<file path="config.mk">
export PLATFORM = sky130hd
export DESIGN_NAME = qlm_pipe_mult
export DESIGN_NICKNAME = d
export VERILOG_FILES = /design/src/rtl/qlm_pkg.sv /design/src/rtl/qlm_lod_frac.sv /design/src/rtl/qlm_pipe_mult.sv
export SDC_FILE = /design/constraint.sdc
export NUM_CORES = 1
export LEC_CHECK = 0
export ABC_AREA = 1
export BUFFER_PORTS_ARGS = -buffer_cell sky130_fd_sc_hd__buf_2
export CAP_MARGIN = 0
export CORE_MARGIN = 2
export CORE_UTILIZATION = 30
export DETAILED_ROUTE_END_ITERATION = 8
export PLACE_DENSITY_LB_ADDON = 0.1
export SLEW_MARGIN = 20
export SYNTH_ARGS = -nofsm -noshare
export SYNTH_HDL_FRONTEND = slang
export SYNTH_HIERARCHICAL = 1
export SYNTH_SLANG_ARGS = --single-unit
</file>
<file path="constraint.sdc">
create_clock -name clk -period 4 [get_ports clk]
set_input_delay 0.6 -clock clk [delete_from_list [all_inputs] [get_ports clk]]
set_output_delay 0.6 -clock clk [all_outputs]
set_load 0.01 [all_outputs]
</file>
<file path="src/rtl/qlm_pkg.sv">
`default_nettype none
// ============================================================================
// Module   : qlm_pkg
// Brief    : Shared constants, width helpers and log-word type for the
//            pipelined quantised log multiplier.
// Revision : 1.0 - initial release
// ============================================================================
package qlm_pkg;

    localparam int W_DEF     = 16;
    localparam int Q_DEF     = 5;
    localparam int MIN_K_DEF = 5;
    localparam int TAG_W_DEF = 4;

    // Width needed for a characteristic of a 2W-bit product (0 .. 2W-1).
    function automatic int kw_of(input int w);
        return $clog2(2 * w);
    endfunction

    localparam int KW_DEF = $clog2(2 * W_DEF);

    // Log-domain word: integer characteristic above a Q-bit fraction.
    typedef struct packed {
        logic [KW_DEF-1:0] k;
        logic [Q_DEF-1:0]  f;
    } qlm_log_t;

endpackage : qlm_pkg
`default_nettype wire

</file>
<file path="src/rtl/qlm_lod_frac.sv">
`default_nettype none
// ============================================================================
// Module   : qlm_lod_frac
// Brief    : Combinational leading-one detector with truncated fraction
//            extraction. Leading ones below MIN_K are reported as zero.
// Revision : 1.0 - initial release
// ============================================================================
module qlm_lod_frac
    import qlm_pkg::*;
#(
    parameter int W     = W_DEF,
    parameter int Q     = Q_DEF,
    parameter int MIN_K = MIN_K_DEF,
    parameter int KW    = kw_of(W)
) (
    input  logic [W-1:0]  i_mag,
    output logic [KW-1:0] o_k,
    output logic [Q-1:0]  o_frac,
    output logic          o_zero
);

    logic [KW-1:0] w_k;
    logic          w_zero;
    logic [Q-1:0]  w_frac;

    // Scan upward so the highest set bit in [MIN_K, W-1] wins; then take the
    // Q bits just below it. Q <= MIN_K keeps the slice inside the operand.
    always_comb begin
        w_k    = '0;
        w_zero = 1'b1;
        for (int i = MIN_K; i < W; i++) begin
            if (i_mag[i]) begin
                w_k    = KW'(i);
                w_zero = 1'b0;
            end
        end
        if (w_zero) begin
            w_frac = '0;
        end else begin
            w_frac = Q'(i_mag >> (w_k - KW'(Q)));
        end
    end

    assign o_k    = w_k;
    assign o_frac = w_frac;
    assign o_zero = w_zero;

endmodule : qlm_lod_frac
`default_nettype wire

</file>
<file path="src/rtl/qlm_pipe_mult.sv">
`default_nettype none
// ============================================================================
// Module   : qlm_pipe_mult
// Brief    : Three-stage pipelined Mitchell-style approximate multiplier with
//            valid/ready flow control, signed/unsigned mode and a sideband tag.
//            S1 conditions operands, S2 adds in the log domain, S3 applies the
//            shift-based antilog and sign and drives the outputs.
// Revision : 1.0 - initial release
// ============================================================================
module qlm_pipe_mult
    import qlm_pkg::*;
#(
    parameter int W     = W_DEF,
    parameter int Q     = Q_DEF,
    parameter int MIN_K = MIN_K_DEF,
    parameter int TAG_W = TAG_W_DEF
) (
    input  logic             clk,
    input  logic             rst,
    input  logic             in_valid,
    output logic             in_ready,
    input  logic [W-1:0]     in_x,
    input  logic [W-1:0]     in_y,
    input  logic             in_signed,
    input  logic [TAG_W-1:0] in_tag,
    output logic             out_valid,
    input  logic             out_ready,
    output logic [2*W-1:0]   out_p,
    output logic [TAG_W-1:0] out_tag
);

    localparam int KW = kw_of(W);
    localparam int LW = KW + Q;
    localparam int PW = 2 * W;

    // ------------------------------------------------------------------
    // Stage enables and S1 operand conditioning
    // ------------------------------------------------------------------
    logic w_en1, w_en2, w_en3;
    logic w_sx, w_sy;
    logic [W-1:0]  w_ax, w_ay;
    logic [KW-1:0] w_kx, w_ky;
    logic [Q-1:0]  w_fx, w_fy;
    logic          w_zx, w_zy;

    // Pipeline registers (S1, S2, S3)
    logic             r_v1_q, w_v1_d;
    logic [KW-1:0]    r_kx1_q, w_kx1_d, r_ky1_q, w_ky1_d;
    logic [Q-1:0]     r_fx1_q, w_fx1_d, r_fy1_q, w_fy1_d;
    logic             r_zx1_q, w_zx1_d, r_zy1_q, w_zy1_d;
    logic             r_sign1_q, w_sign1_d;
    logic [TAG_W-1:0] r_tag1_q, w_tag1_d;

    logic             r_v2_q, w_v2_d;
    logic [KW-1:0]    r_k2_q, w_k2_d;
    logic [Q-1:0]     r_f2_q, w_f2_d;
    logic             r_zero2_q, w_zero2_d;
    logic             r_sign2_q, w_sign2_d;
    logic [TAG_W-1:0] r_tag2_q, w_tag2_d;

    logic             r_v3_q, w_v3_d;
    logic [PW-1:0]    r_p3_q, w_p3_d;
    logic [TAG_W-1:0] r_tag3_q, w_tag3_d;

    // Datapath intermediates for S2 and S3
    logic [LW-1:0]   w_l;
    logic [PW+Q-1:0] w_shift;
    logic [PW-1:0]   w_m;
    logic [PW-1:0]   w_p;

    // A stage may load when it is empty or its successor is loading too.
    always_comb begin
        w_en3 = ~r_v3_q | out_ready;
        w_en2 = ~r_v2_q | w_en3;
        w_en1 = ~r_v1_q | w_en2;
    end

    assign in_ready = w_en1;

    // One's-complement magnitude: -1 becomes 0, which the detector maps to zero.
    always_comb begin
        w_sx = in_signed & in_x[W-1];
        w_sy = in_signed & in_y[W-1];
        w_ax = in_x ^ {W{w_sx}};
        w_ay = in_y ^ {W{w_sy}};
    end

    qlm_lod_frac #(
        .W     (W),
        .Q     (Q),
        .MIN_K (MIN_K),
        .KW    (KW)
    ) u_lod_x (
        .i_mag  (w_ax),
        .o_k    (w_kx),
        .o_frac (w_fx),
        .o_zero (w_zx)
    );

    qlm_lod_frac #(
        .W     (W),
        .Q     (Q),
        .MIN_K (MIN_K),
        .KW    (KW)
    ) u_lod_y (
        .i_mag  (w_ay),
        .o_k    (w_ky),
        .o_frac (w_fy),
        .o_zero (w_zy)
    );

    // Log add: a fraction carry rolls straight into the characteristic because
    // {k, f} is added as one fixed-point word. The sum never exceeds 2W-1 in
    // the characteristic, so LW bits hold it without overflow.
    always_comb begin
        w_l = {r_kx1_q, r_fx1_q} + {r_ky1_q, r_fy1_q};
    end

    // Antilog: restore the hidden one, shift by the characteristic and drop
    // the Q fraction bits; the wide intermediate keeps K = 2W-1 exact.
    always_comb begin
        w_shift = {{(PW-1){1'b0}}, 1'b1, r_f2_q} << r_k2_q;
        w_m     = PW'(w_shift >> Q);
        w_p     = r_zero2_q ? '0 : (w_m ^ {PW{r_sign2_q}});
    end

    // Next-state for every stage: hold when stalled, load only real data.
    always_comb begin
        w_v1_d    = r_v1_q;
        w_kx1_d   = r_kx1_q;
        w_fx1_d   = r_fx1_q;
        w_zx1_d   = r_zx1_q;
        w_ky1_d   = r_ky1_q;
        w_fy1_d   = r_fy1_q;
        w_zy1_d   = r_zy1_q;
        w_sign1_d = r_sign1_q;
        w_tag1_d  = r_tag1_q;

        w_v2_d    = r_v2_q;
        w_k2_d    = r_k2_q;
        w_f2_d    = r_f2_q;
        w_zero2_d = r_zero2_q;
        w_sign2_d = r_sign2_q;
        w_tag2_d  = r_tag2_q;

        w_v3_d    = r_v3_q;
        w_p3_d    = r_p3_q;
        w_tag3_d  = r_tag3_q;

        if (w_en1) begin
            w_v1_d = in_valid;
            if (in_valid) begin
                w_kx1_d   = w_kx;
                w_fx1_d   = w_fx;
                w_zx1_d   = w_zx;
                w_ky1_d   = w_ky;
                w_fy1_d   = w_fy;
                w_zy1_d   = w_zy;
                w_sign1_d = w_sx ^ w_sy;
                w_tag1_d  = in_tag;
            end
        end

        if (w_en2) begin
            w_v2_d = r_v1_q;
            if (r_v1_q) begin
                w_k2_d    = w_l[LW-1:Q];
                w_f2_d    = w_l[Q-1:0];
                w_zero2_d = r_zx1_q | r_zy1_q;
                w_sign2_d = r_sign1_q;
                w_tag2_d  = r_tag1_q;
            end
        end

        if (w_en3) begin
            w_v3_d = r_v2_q;
            if (r_v2_q) begin
                w_p3_d   = w_p;
                w_tag3_d = r_tag2_q;
            end
        end
    end

    // Pipeline state; reset clears every stage so nothing in flight survives.
    always_ff @(posedge clk) begin
        if (rst) begin
            r_v1_q    <= 1'b0;
            r_kx1_q   <= '0;
            r_fx1_q   <= '0;
            r_zx1_q   <= 1'b0;
            r_ky1_q   <= '0;
            r_fy1_q   <= '0;
            r_zy1_q   <= 1'b0;
            r_sign1_q <= 1'b0;
            r_tag1_q  <= '0;
            r_v2_q    <= 1'b0;
            r_k2_q    <= '0;
            r_f2_q    <= '0;
            r_zero2_q <= 1'b0;
            r_sign2_q <= 1'b0;
            r_tag2_q  <= '0;
            r_v3_q    <= 1'b0;
            r_p3_q    <= '0;
            r_tag3_q  <= '0;
        end else begin
            r_v1_q    <= w_v1_d;
            r_kx1_q   <= w_kx1_d;
            r_fx1_q   <= w_fx1_d;
            r_zx1_q   <= w_zx1_d;
            r_ky1_q   <= w_ky1_d;
            r_fy1_q   <= w_fy1_d;
            r_zy1_q   <= w_zy1_d;
            r_sign1_q <= w_sign1_d;
            r_tag1_q  <= w_tag1_d;
            r_v2_q    <= w_v2_d;
            r_k2_q    <= w_k2_d;
            r_f2_q    <= w_f2_d;
            r_zero2_q <= w_zero2_d;
            r_sign2_q <= w_sign2_d;
            r_tag2_q  <= w_tag2_d;
            r_v3_q    <= w_v3_d;
            r_p3_q    <= w_p3_d;
            r_tag3_q  <= w_tag3_d;
        end
    end

    assign out_valid = r_v3_q;
    assign out_p     = r_p3_q;
    assign out_tag   = r_tag3_q;

endmodule : qlm_pipe_mult
`default_nettype wire

</file>
======== Word level (Yosys, flattened, before mapping) ========
Cells that the tools add are included.
operators by class
  add/sub/neg operators ................... 3
  shift operators ......................... 3
  mux-type cells .......................... 47
  bitwise logic cells ..................... 13
  reductions and logical operators ........ 3
operator list
  kind                                                                count
  4-bit two-way mux                                                   16
  6-bit by 5-bit << shifter with 37-bit output                        1
  32-bit two-way mux                                                  1
  16-bit by 5-bit >> shifter with 5-bit output                        2
  16-bit XOR                                                          2
  32-bit XOR                                                          1
  1-bit two-way mux                                                   22
  3-bit two-way mux                                                   6
  10-bit adder                                                        1
  5-bit two-way mux                                                   2
  4-bit by 3-bit subtractor with 5-bit output, second input constant  2
  2-bit AND reduction                                                 3
  1-bit bitwise OR                                                    4
  1-bit inverter                                                      3
  1-bit AND                                                           2
  1-bit XOR                                                           1
storage, ports and cells
  register bits after elaboration ......... 82
  input bits .............................. 41
  output and inout port bits .............. 38

======== Longest topological paths before layout ========
Gate-level depths: netlist of run 1.
  depth after elaboration ................. 16
  gate-level depth with buffers ........... 29

======== By module ========
Netlist of run 1, hierarchy kept.
modules (own cells, without submodules)
  module         times used  cells an instance  area an instance (µm²)
  qlm_pipe_mult  1           649                4588.2
  qlm_lod_frac   2           162                798.3

======== Least setup slack after synthesis of run 1 ========
Ideal clock, no wire load.
  kind .................................... in2reg
  from .................................... input port in_y[15]
  to ...................................... register r_fy1_q[1]
  arrival ................................. 3.282 ns
  data required time ...................... 3.874 ns
  setup slack ............................. 0.592 ns
  stages on the path ...................... 25
  buffers on the path ..................... 3
  cells stage by stage .................... nand2_1 buf_2 xnor2_1 nand2_1 nand2_1 nand2_1 nand2_1 nand2_1 nand2_1 nand2_1 nand2_1 nand2_2 nand2_4 buf_6 inv_1 ha_1 inv_1 buf_2 nand3_1 nand2_1 a21oi_1 nor2_1 nor2_2 o21ai_0 a21oi_1
between the ends
  longest elaborated chain between the ends .. 16
RTL lines
  element                                       line                  RTL
  from (decl)                                   qlm_pipe_mult.sv:23   input logic [W-1:0] in_y,
  1-bit AND                                     qlm_pipe_mult.sv:83   w_sy = in_signed & in_y[W-1];
  16-bit XOR                                    qlm_pipe_mult.sv:85   w_ay = in_y ^ {W{w_sy}};
  net w_ay[5]                                   qlm_pipe_mult.sv:41   logic [W-1:0] w_ax, w_ay;
  3-bit two-way mux (3 in series)               qlm_lod_frac.sv:32    if (i_mag[i]) begin
  4-bit two-way mux (8 in series)               qlm_lod_frac.sv:32
  net w_ky[0]                                   qlm_pipe_mult.sv:42   logic [KW-1:0] w_kx, w_ky;
  4-bit by 3-bit subtractor with 5-bit output   qlm_lod_frac.sv:40    w_frac = Q'(i_mag >> (w_k - KW'(Q)));
  16-bit by 5-bit >> shifter with 5-bit output  qlm_lod_frac.sv:40
  5-bit two-way mux                             qlm_lod_frac.sv:37    if (w_zero) begin
  net w_fy[1]                                   qlm_pipe_mult.sv:43   logic [Q-1:0] w_fx, w_fy;
  to (signal assigned)                          qlm_pipe_mult.sv:211  r_fy1_q <= w_fy1_d;
  to (decl)                                     qlm_pipe_mult.sv:49   logic [Q-1:0] r_fx1_q, w_fx1_d, r_fy1_q, w_fy1_d;
The timed path passes the listed nets, and every way through them passes these cells.
A chain may end at the register's enable or synchronous reset.

======== Worst setup path in the final report of run 1 ========
  from .................................... input port in_signed
  to ...................................... register r_fx1_q[1]
RTL lines
  element                                       line                  RTL
  from (decl)                                   qlm_pipe_mult.sv:24   input logic in_signed,
  1-bit AND                                     qlm_pipe_mult.sv:82   w_sx = in_signed & in_x[W-1];
  16-bit XOR                                    qlm_pipe_mult.sv:84   w_ax = in_x ^ {W{w_sx}};
  net w_ax[11]                                  qlm_pipe_mult.sv:41
  4-bit two-way mux (5 in series)               qlm_lod_frac.sv:32
  net w_kx[0]                                   qlm_pipe_mult.sv:42
  4-bit by 3-bit subtractor with 5-bit output   qlm_lod_frac.sv:40
  16-bit by 5-bit >> shifter with 5-bit output  qlm_lod_frac.sv:40
  5-bit two-way mux                             qlm_lod_frac.sv:37
  net w_fx[1]                                   qlm_pipe_mult.sv:43
  to (signal assigned)                          qlm_pipe_mult.sv:208  r_fx1_q <= w_fx1_d;
  to (decl)                                     qlm_pipe_mult.sv:49
The timed path passes the listed nets, and every way through them passes these cells.

==> impl_metrics.csv, run 1 <==
group,metric,value,unit
synth,ys.flop_type,"dfxtp_1",
sta,slew_headroom,47.1,%
setup_path,arrival,3530,ps
placed_design,hpwl,12900,um
sta,rsz0062_at_grt,"no",
synth,synth_seq_cells,82,
placed_design,dp_slack,379,ps
power,leakage,3.26,nW
synth,synth_cell_types,43,
sta,slew_viol_final,0,
clock_network,clk_pin_slew,60,ps
setup_path,crit_path_max_fanout,17,
placed_design,gp_congestion,0.864,
synth,async_reset_ff_share,0,%
placed_design,port_buffers,78,
sta,fin_setup_tns,0,ps
setup_path,cpPeakStageDelay,340,ps
floorplanning,dieWidth,148,um
floorplanning,die_area,21800,um^2
layout,drive_above_1_share,18.3,%
synth,syn_nets,1026,
sta,hold_violations,0,
synth,yosysSeqAreaShare,26.5,%
setup_path,worstSetupPathType,"in -> reg",
floorplanning,start_util,30.6,%
setup_path,cpMostUsedCell,"nand2_1",
clock_network,root_buffer,"clkbuf_16",
global_route,grt_max_degree,42,
synth,syn_area,6180,um^2
floorplanning,num_rows,52,
global_route,grt_pass1_vias,5742,
sta,fin_crit,3260,ps
drt,drtIter0Drc,290,
drt,firstDrtPassIters,5,
clock_network,worstSkewPairLatency,350,ps
clock_network,clock-sinks,82,
drt,wl_per_cell,13.0,um
clock_network,post_cts_resized,0,
layout,layout.nets,1085,
placed_design,place_area,6800,um^2
drt,vias,6179,
setup_path,end_kind,"flop",
clock_network,cts_buffer_depth,2,
sta,timing.hold.ws,461,ps
clock_network,post_cts_buffers,0,
sta,layout_setup_ws,743,ps
flow_run,maxCapViolations,0,
floorplanning,die_y,148,um
setup_path,cp_cell_sequence,"buf_2 > nand2_1 > buf_4 > xnor2_1 > inv_1 > nand2_1 > nand2_1 > nand2_1 > nand2_2 > nand2_4 > inv_1 > ha_1 > inv_1 > nor2_2 > nand3_1 > nand2_1 > a21oi_1 > nor2_1 > nor2_2 > o21ai_0 > a21oi_1",
synth,yosys_warnings,6,
power,cellPowerDensity,375,nW/um^2
drt,drc,0,
sta,timing.final.crit_share,81.4,%
setup_path,cp_top_family,"simple AND/OR/NAND/NOR gates",
clock_network,htreeDepth,3,
clock_network,cts_buffers,9,
sta,finClkSkew,8.81,ps
global_route,track_usage,15.8,%
layout,utilization,35.1,%
layout,final_area,7110,um^2
floorplanning,ios,79,
synth,synth_edf_count,0,
layout,antennaDiodeCount,0,
layout,final.fill_count,2322,
synth,syn_inst,973,
min_path,hp-class,"reg -> reg",
global_route,grt-ovfl-total,0,
sta,max_freq,307,MHz
drt,ant_nets,0,
run_status,status,"complete, no violations",
setup_path,start_kind,"input pin",
global_route,antenna_found_initial,0,
drt,drt-total-wl,16900,um
clock_network,cts_tree,"yes",
clock_network,hold_buffers,0,
global_route,grt_pass1_wl,28400,um
layout,syn2layout_area_growth,15.0,%
sta,setup_viol,0,
sta,tightest_slew,792,ps
layout,final_common_cell,"nand2_1",
drt,viasPerCell,4.73,
synth,avgSynthCellArea,6.36,um^2
floorplanning,core,20200,um^2
setup_path,crit_buf_inv,5,
setup_path,cp_slowest_cell,"inv_1",
power,ir_worst_vdd,0.164,mV
layout,final_cell_mix,"nand2_1, nand3_1, nor2_1",
setup_path,required,4280,ps
[synthesized netlist by cell type (2+ instances only)]
library cell / count / area, um^2
a21boi_1: 2 / 15.0
a21o_1: 3 / 22.5
a21oi_1: 61 / 305
a21oi_2: 4 / 35.0
a31oi_1: 2 / 12.5
buf_2: 22 / 110
buf_4: 5 / 37.5
buf_6: 7 / 78.8
clkbuf_1: 22 / 82.6
clkinv_1: 2 / 7.51
conb_1: 2 / 7.51
dfxtp_1: 82 / 1640
ha_1: 11 / 138
inv_1: 63 / 236
inv_2: 9 / 33.8
inv_4: 2 / 12.5
nand2_1: 205 / 769
nand2_2: 16 / 100
nand2_4: 5 / 56.3
nand3_1: 186 / 931
nand3_2: 9 / 90.1
nand4_1: 20 / 125
nand4_2: 3 / 37.5
nor2_1: 97 / 364
nor2_2: 8 / 50.1
nor2_4: 3 / 33.8
o211ai_1: 4 / 30.0
o21ai_0: 55 / 275
o21ai_1: 7 / 35.0
o21ai_2: 2 / 17.5
o21bai_4: 2 / 37.5
o31ai_1: 2 / 15.0
or2_4: 2 / 17.5
xnor2_1: 32 / 280
xor2_1: 8 / 70.1
[final timing paths]
check                           startpoint          to  slack [ps]  cells past startpoint
worst max-delay path             in_signed  r_fx1_q[1]         740                     21
worst min-delay path             out_p[28]   out_p[28]         460                      2
worst max register to register  r_fy1_q[0]   r_k2_q[1]        2040                      9
worst min register to register   out_p[28]   out_p[28]         460                      2
[per-layer routing]
metal | up-vias | track usage (%) | wire length (um)
li1 | 3337 | - | -
met1 | 2712 | 20.3 | 7940
met4 | 0 | 5.34 | 323
met3 | 21 | 2.28 | 568
met2 | 109 | 27.2 | 8100
met5 | - | 0 | 0
[cell type report]
class | instances | area [um^2] | share of cell area [%]
clock buffer | 9 | 225 | 3.17
clock inverter | 7 | 83.8 | 1.18
inverter | 77 | 302 | 4.24
multi-input combinational | 757 | 3930 | 55.2
sequential | 82 | 1640 | 23.1
tap | 270 | 338 | 4.75
timing repair buffer | 105 | 593 | 8.34
[state kept, by name, summed over array words and instances (netlist names), 4 cells and up]
register,cells
r_ky1_q,5
r_f2_q,5
r_tag2_q,4
out_p,32
r_k2_q,5
r_kx1_q,5
out_tag,4
r_fx1_q,5
r_tag1_q,4
r_fy1_q,5
[per-stage QoR]
stage / cells / power, mW
after floorplan: 973 / 1.61
after global placement: 1291 / 1.83
after detailed placement: 1291 / 1.82
after CTS: 1307 / 2.70
after global routing: 1307 / 2.87
final: 1307 / 2.67
[worst min-delay path: stages (launching register included)]
cell and delay, ps:
dfxtp_1 310, nand2_1 60, a21oi_1 50
[kinds of logic after synthesis]
family / count (synthesis) / synth area share (%)
AOI/OAI and AO/OA: 145 / 13.1
adders and majority gates: 12 / 2.55
DFF: 82 / 26.5
buffers and inverters: 134 / 9.99
other: 2 / 0.121
xor gates and xnor gates: 40 / 5.66
and+or+nand+nor: 558 / 42.1
[power breakdown]
| group | internal (mW) | total [mW] | switching (mW) |
|---|---|---|---|
| clock network | 0.496 | 0.867 | 0.372 |
| logic | 0.325 | 0.896 | 0.572 |
| registers | 0.866 | 0.904 | 0.0378 |
Power figures use the tool's default switching activity.
==> run 2: changes to the inputs <==
ABC_AREA = 0   (was 1)
clock period = 3 ns   (was 4 ns; I/O delays follow)
==> impl_metrics.csv, run 2 <==
group,metric,value,unit
layout,drive_above_1_share,27.5,%
synth,synth.most_common_cell,"nand2_1",
global_route,grt_max_degree,48,
synth,synth_top_cell_area_share,27.3,%
global_route,grt_pass1_wl,29500,um
setup_path,required,3220,ps
setup_path,cp_slowest_cell,"a2111oi_1",
placed_design,dp_slack,-128,ps
power,cellPowerDensity,464,nW/um^2
setup_path,worstSetupPathType,"in -> reg",
setup_path,cp_cell_sequence,"buf_2 > nand2_4 > buf_12 > xnor2_2 > nor3_2 > a31oi_4 > inv_2 > ha_2 > mux2i_1 > a21oi_1 > a2111oi_1 > a21oi_1 > o311a_1 > nand2_1 > a21oi_1",
global_route,grt-ovfl-total,0,
drt,firstDrtPassIters,5,
sta,finClkSkew,7.89,ps
synth,avgSynthCellArea,7.72,um^2
setup_path,end_kind,"flop",
floorplanning,core,19600,um^2
sta,timing.final.crit_share,92.9,%
synth,ys.flop_type,"dfxtp_1",
setup_path,arrival,3000,ps
synth,synth_top_cell_by_area,"dfxtp_1",
synth,async_reset_ff_share,0,%
clock_network,cts_buffers,9,
drt,ant_nets,0,
flow_run,maxCapViolations,0,
synth,syn_nets,833,
sta,slew_headroom,43.8,%
drt,vias,6111,
floorplanning,num_rows,51,
drt,drtIter0Drc,285,
layout,largest_register_ffs,32,
layout,utilization,39.8,%
setup_path,cpMostUsedCell,"a21oi_1",
setup_path,cpPeakStageDelay,460,ps
synth,synthTopCellsByCount,"nand2_1, a21oi_1, dfxtp_1",
placed_design,gp_congestion,0.941,
placed_design,port_buffers,78,
sta,max_freq,359,MHz
synth,syn_inst,780,
synth,yosys_warnings,6,
drt,drc,0,
drt,viasPerCell,5.16,
global_route,antenna_found_initial,0,
floorplanning,start_util,30.7,%
drt,drt-total-wl,17600,um
clock_network,clock-sinks,82,
synth,synth_edf_count,0,
sta,tightest_slew,841,ps
drt,wl_per_cell,14.9,um
sta,rsz0062_at_grt,"no",
sta,hold_violations,0,
placed_design,hpwl,13900,um
floorplanning,die_area,21200,um^2
layout,final_cell_mix,"nand2_1, buf_4, a21oi_1, dfxtp_1, buf_2",
floorplanning,dieWidth,146,um
run_status,status,"complete, no violations",
clock_network,post_cts_buffers,0,
clock_network,clk_pin_slew,70,ps
floorplanning,die_y,146,um
power,leakage,3.30,nW
synth,yosys-top-cells-area,"dfxtp_1, nand2_1, a21oi_1",
power,ir_worst_vdd,0.253,mV
clock_network,worstSkewPairLatency,340,ps
synth,synth_seq_cells,82,
setup_path,crit_path_max_fanout,6,
layout,final.fill_count,2050,
floorplanning,ios,79,
min_path,hp-class,"in -> reg",
synth,syn_area,6020,um^2
synth,yosysSeqAreaShare,27.3,%
clock_network,root_buffer,"clkbuf_16",
clock_network,htreeDepth,3,
sta,fin_crit,2790,ps
sta,layout_setup_ws,214,ps
layout,syn2layout_area_growth,29.5,%
clock_network,cts_buffer_depth,2,
layout,final_common_cell,"nand2_1",
synth,synth_cell_types,78,
layout,antennaDiodeCount,0,
layout,layout.nets,968,
setup_path,start_kind,"input pin",
global_route,track_usage,16.5,%
sta,setup_viol,0,
clock_network,cts_tree,"yes",
sta,slew_viol_final,0,
global_route,grt_pass1_vias,5961,
[run 2: cell count changes after synthesis, moves of 11 or more]
cell,previous run,this run
nand2_2,16,3
nor3_1,1,25
nand2b_1,0,13
buf_2,22,11
nor2_1,97,53
nand3_1,186,23
nor2b_1,0,18
o21ai_0,55,28
nand4_1,20,2
inv_1,63,16
mux2i_1,0,37
a21oi_1,61,82
nand2_1,205,131
[run 2: report_power, final]
| group | switching, mW | internal [mW] |
|---|---|---|
| Clock | 0.486 | 0.662 |
| Combinational | 0.683 | 0.585 |
| Sequential | 0.0577 | 1.14 |
| Total | 1.23 | 2.39 |
[run 2: through the flow]
stage	area, um^2	total power, mW	setup TNS (ps)	hold slack, ps	instances
floorplan	6300	2.05	-9.38	432	780
global placement	7480	2.48	-306	423	1169
detailed placement	7480	2.48	-612	428	1169
CTS	7790	3.65	0	338	1185
global route	7790	3.84	0	346	1185
finish	7790	3.62	0	344	1185
[run 2: worst paths after layout]
check / cells after the start / end / slack, ps / start
setup / recovery: 15 / r_fy1_q[1] / 210 / in_signed
hold / removal: 3 / r_tag1_q[0] / 340 / in_tag[0]
setup reg to reg: 5 / out_p[6] / 800 / r_k2_q[1]
hold reg to reg: 2 / out_p[26] / 430 / out_p[26]
[run 2: critical path, delay by kind of cell]
| kind | cells | cell delay (ps) |
|---|---|---|
| buffers and inverters | 3 | 400 |
| adders and majority gates | 1 | 260 |
| xor gates and xnor gates | 1 | 180 |
| and+or+nand+nor | 3 | 500 |
| AOI/OAI and AO/OA | 6 | 1010 |
| muxes | 1 | 210 |
[run 2: cells by family after synthesis]
logic type | Yosys count | synth area share (%)
other | 2 | 0.125
AND/OR/NAND/NOR | 313 | 25.5
multiplexers | 47 | 9.14
AO/OA/AOI/OAI | 218 | 24.3
adder cells (fa/ha/maj) | 12 | 2.62
flip-flops | 82 | 27.3
XOR/XNOR | 39 | 6.30
buffers and inverters | 67 | 4.78
[run 2: final cells by class]
| type | count | area (um^2) | area share (%) |
|---|---|---|---|
| multi-input cells | 631 | 4300 | 55.1 |
| flip-flops and latches | 82 | 1640 | 21.1 |
| repair buffers | 171 | 1140 | 14.6 |
| well taps | 265 | 332 | 4.25 |
| clock buffers | 9 | 225 | 2.89 |
| clock inverters | 7 | 85.1 | 1.09 |
| inverters | 20 | 75.1 | 0.963 |
[run 2: layer usage]
metal / GRT usage [%] / vias up / wire [um]
met3: 2.04 / 23 / 456
li1: - / 3103 / -
met2: 27.8 / 119 / 8210
met1: 22.4 / 2866 / 8650
met5: 0 / - / 0
met4: 4.46 / 0 / 291
[run 2: repair_timing]
action	in CTS	in global routing
hold buffers	0	0
setup endpoints to repair	0	1
gates resized for setup	0	1
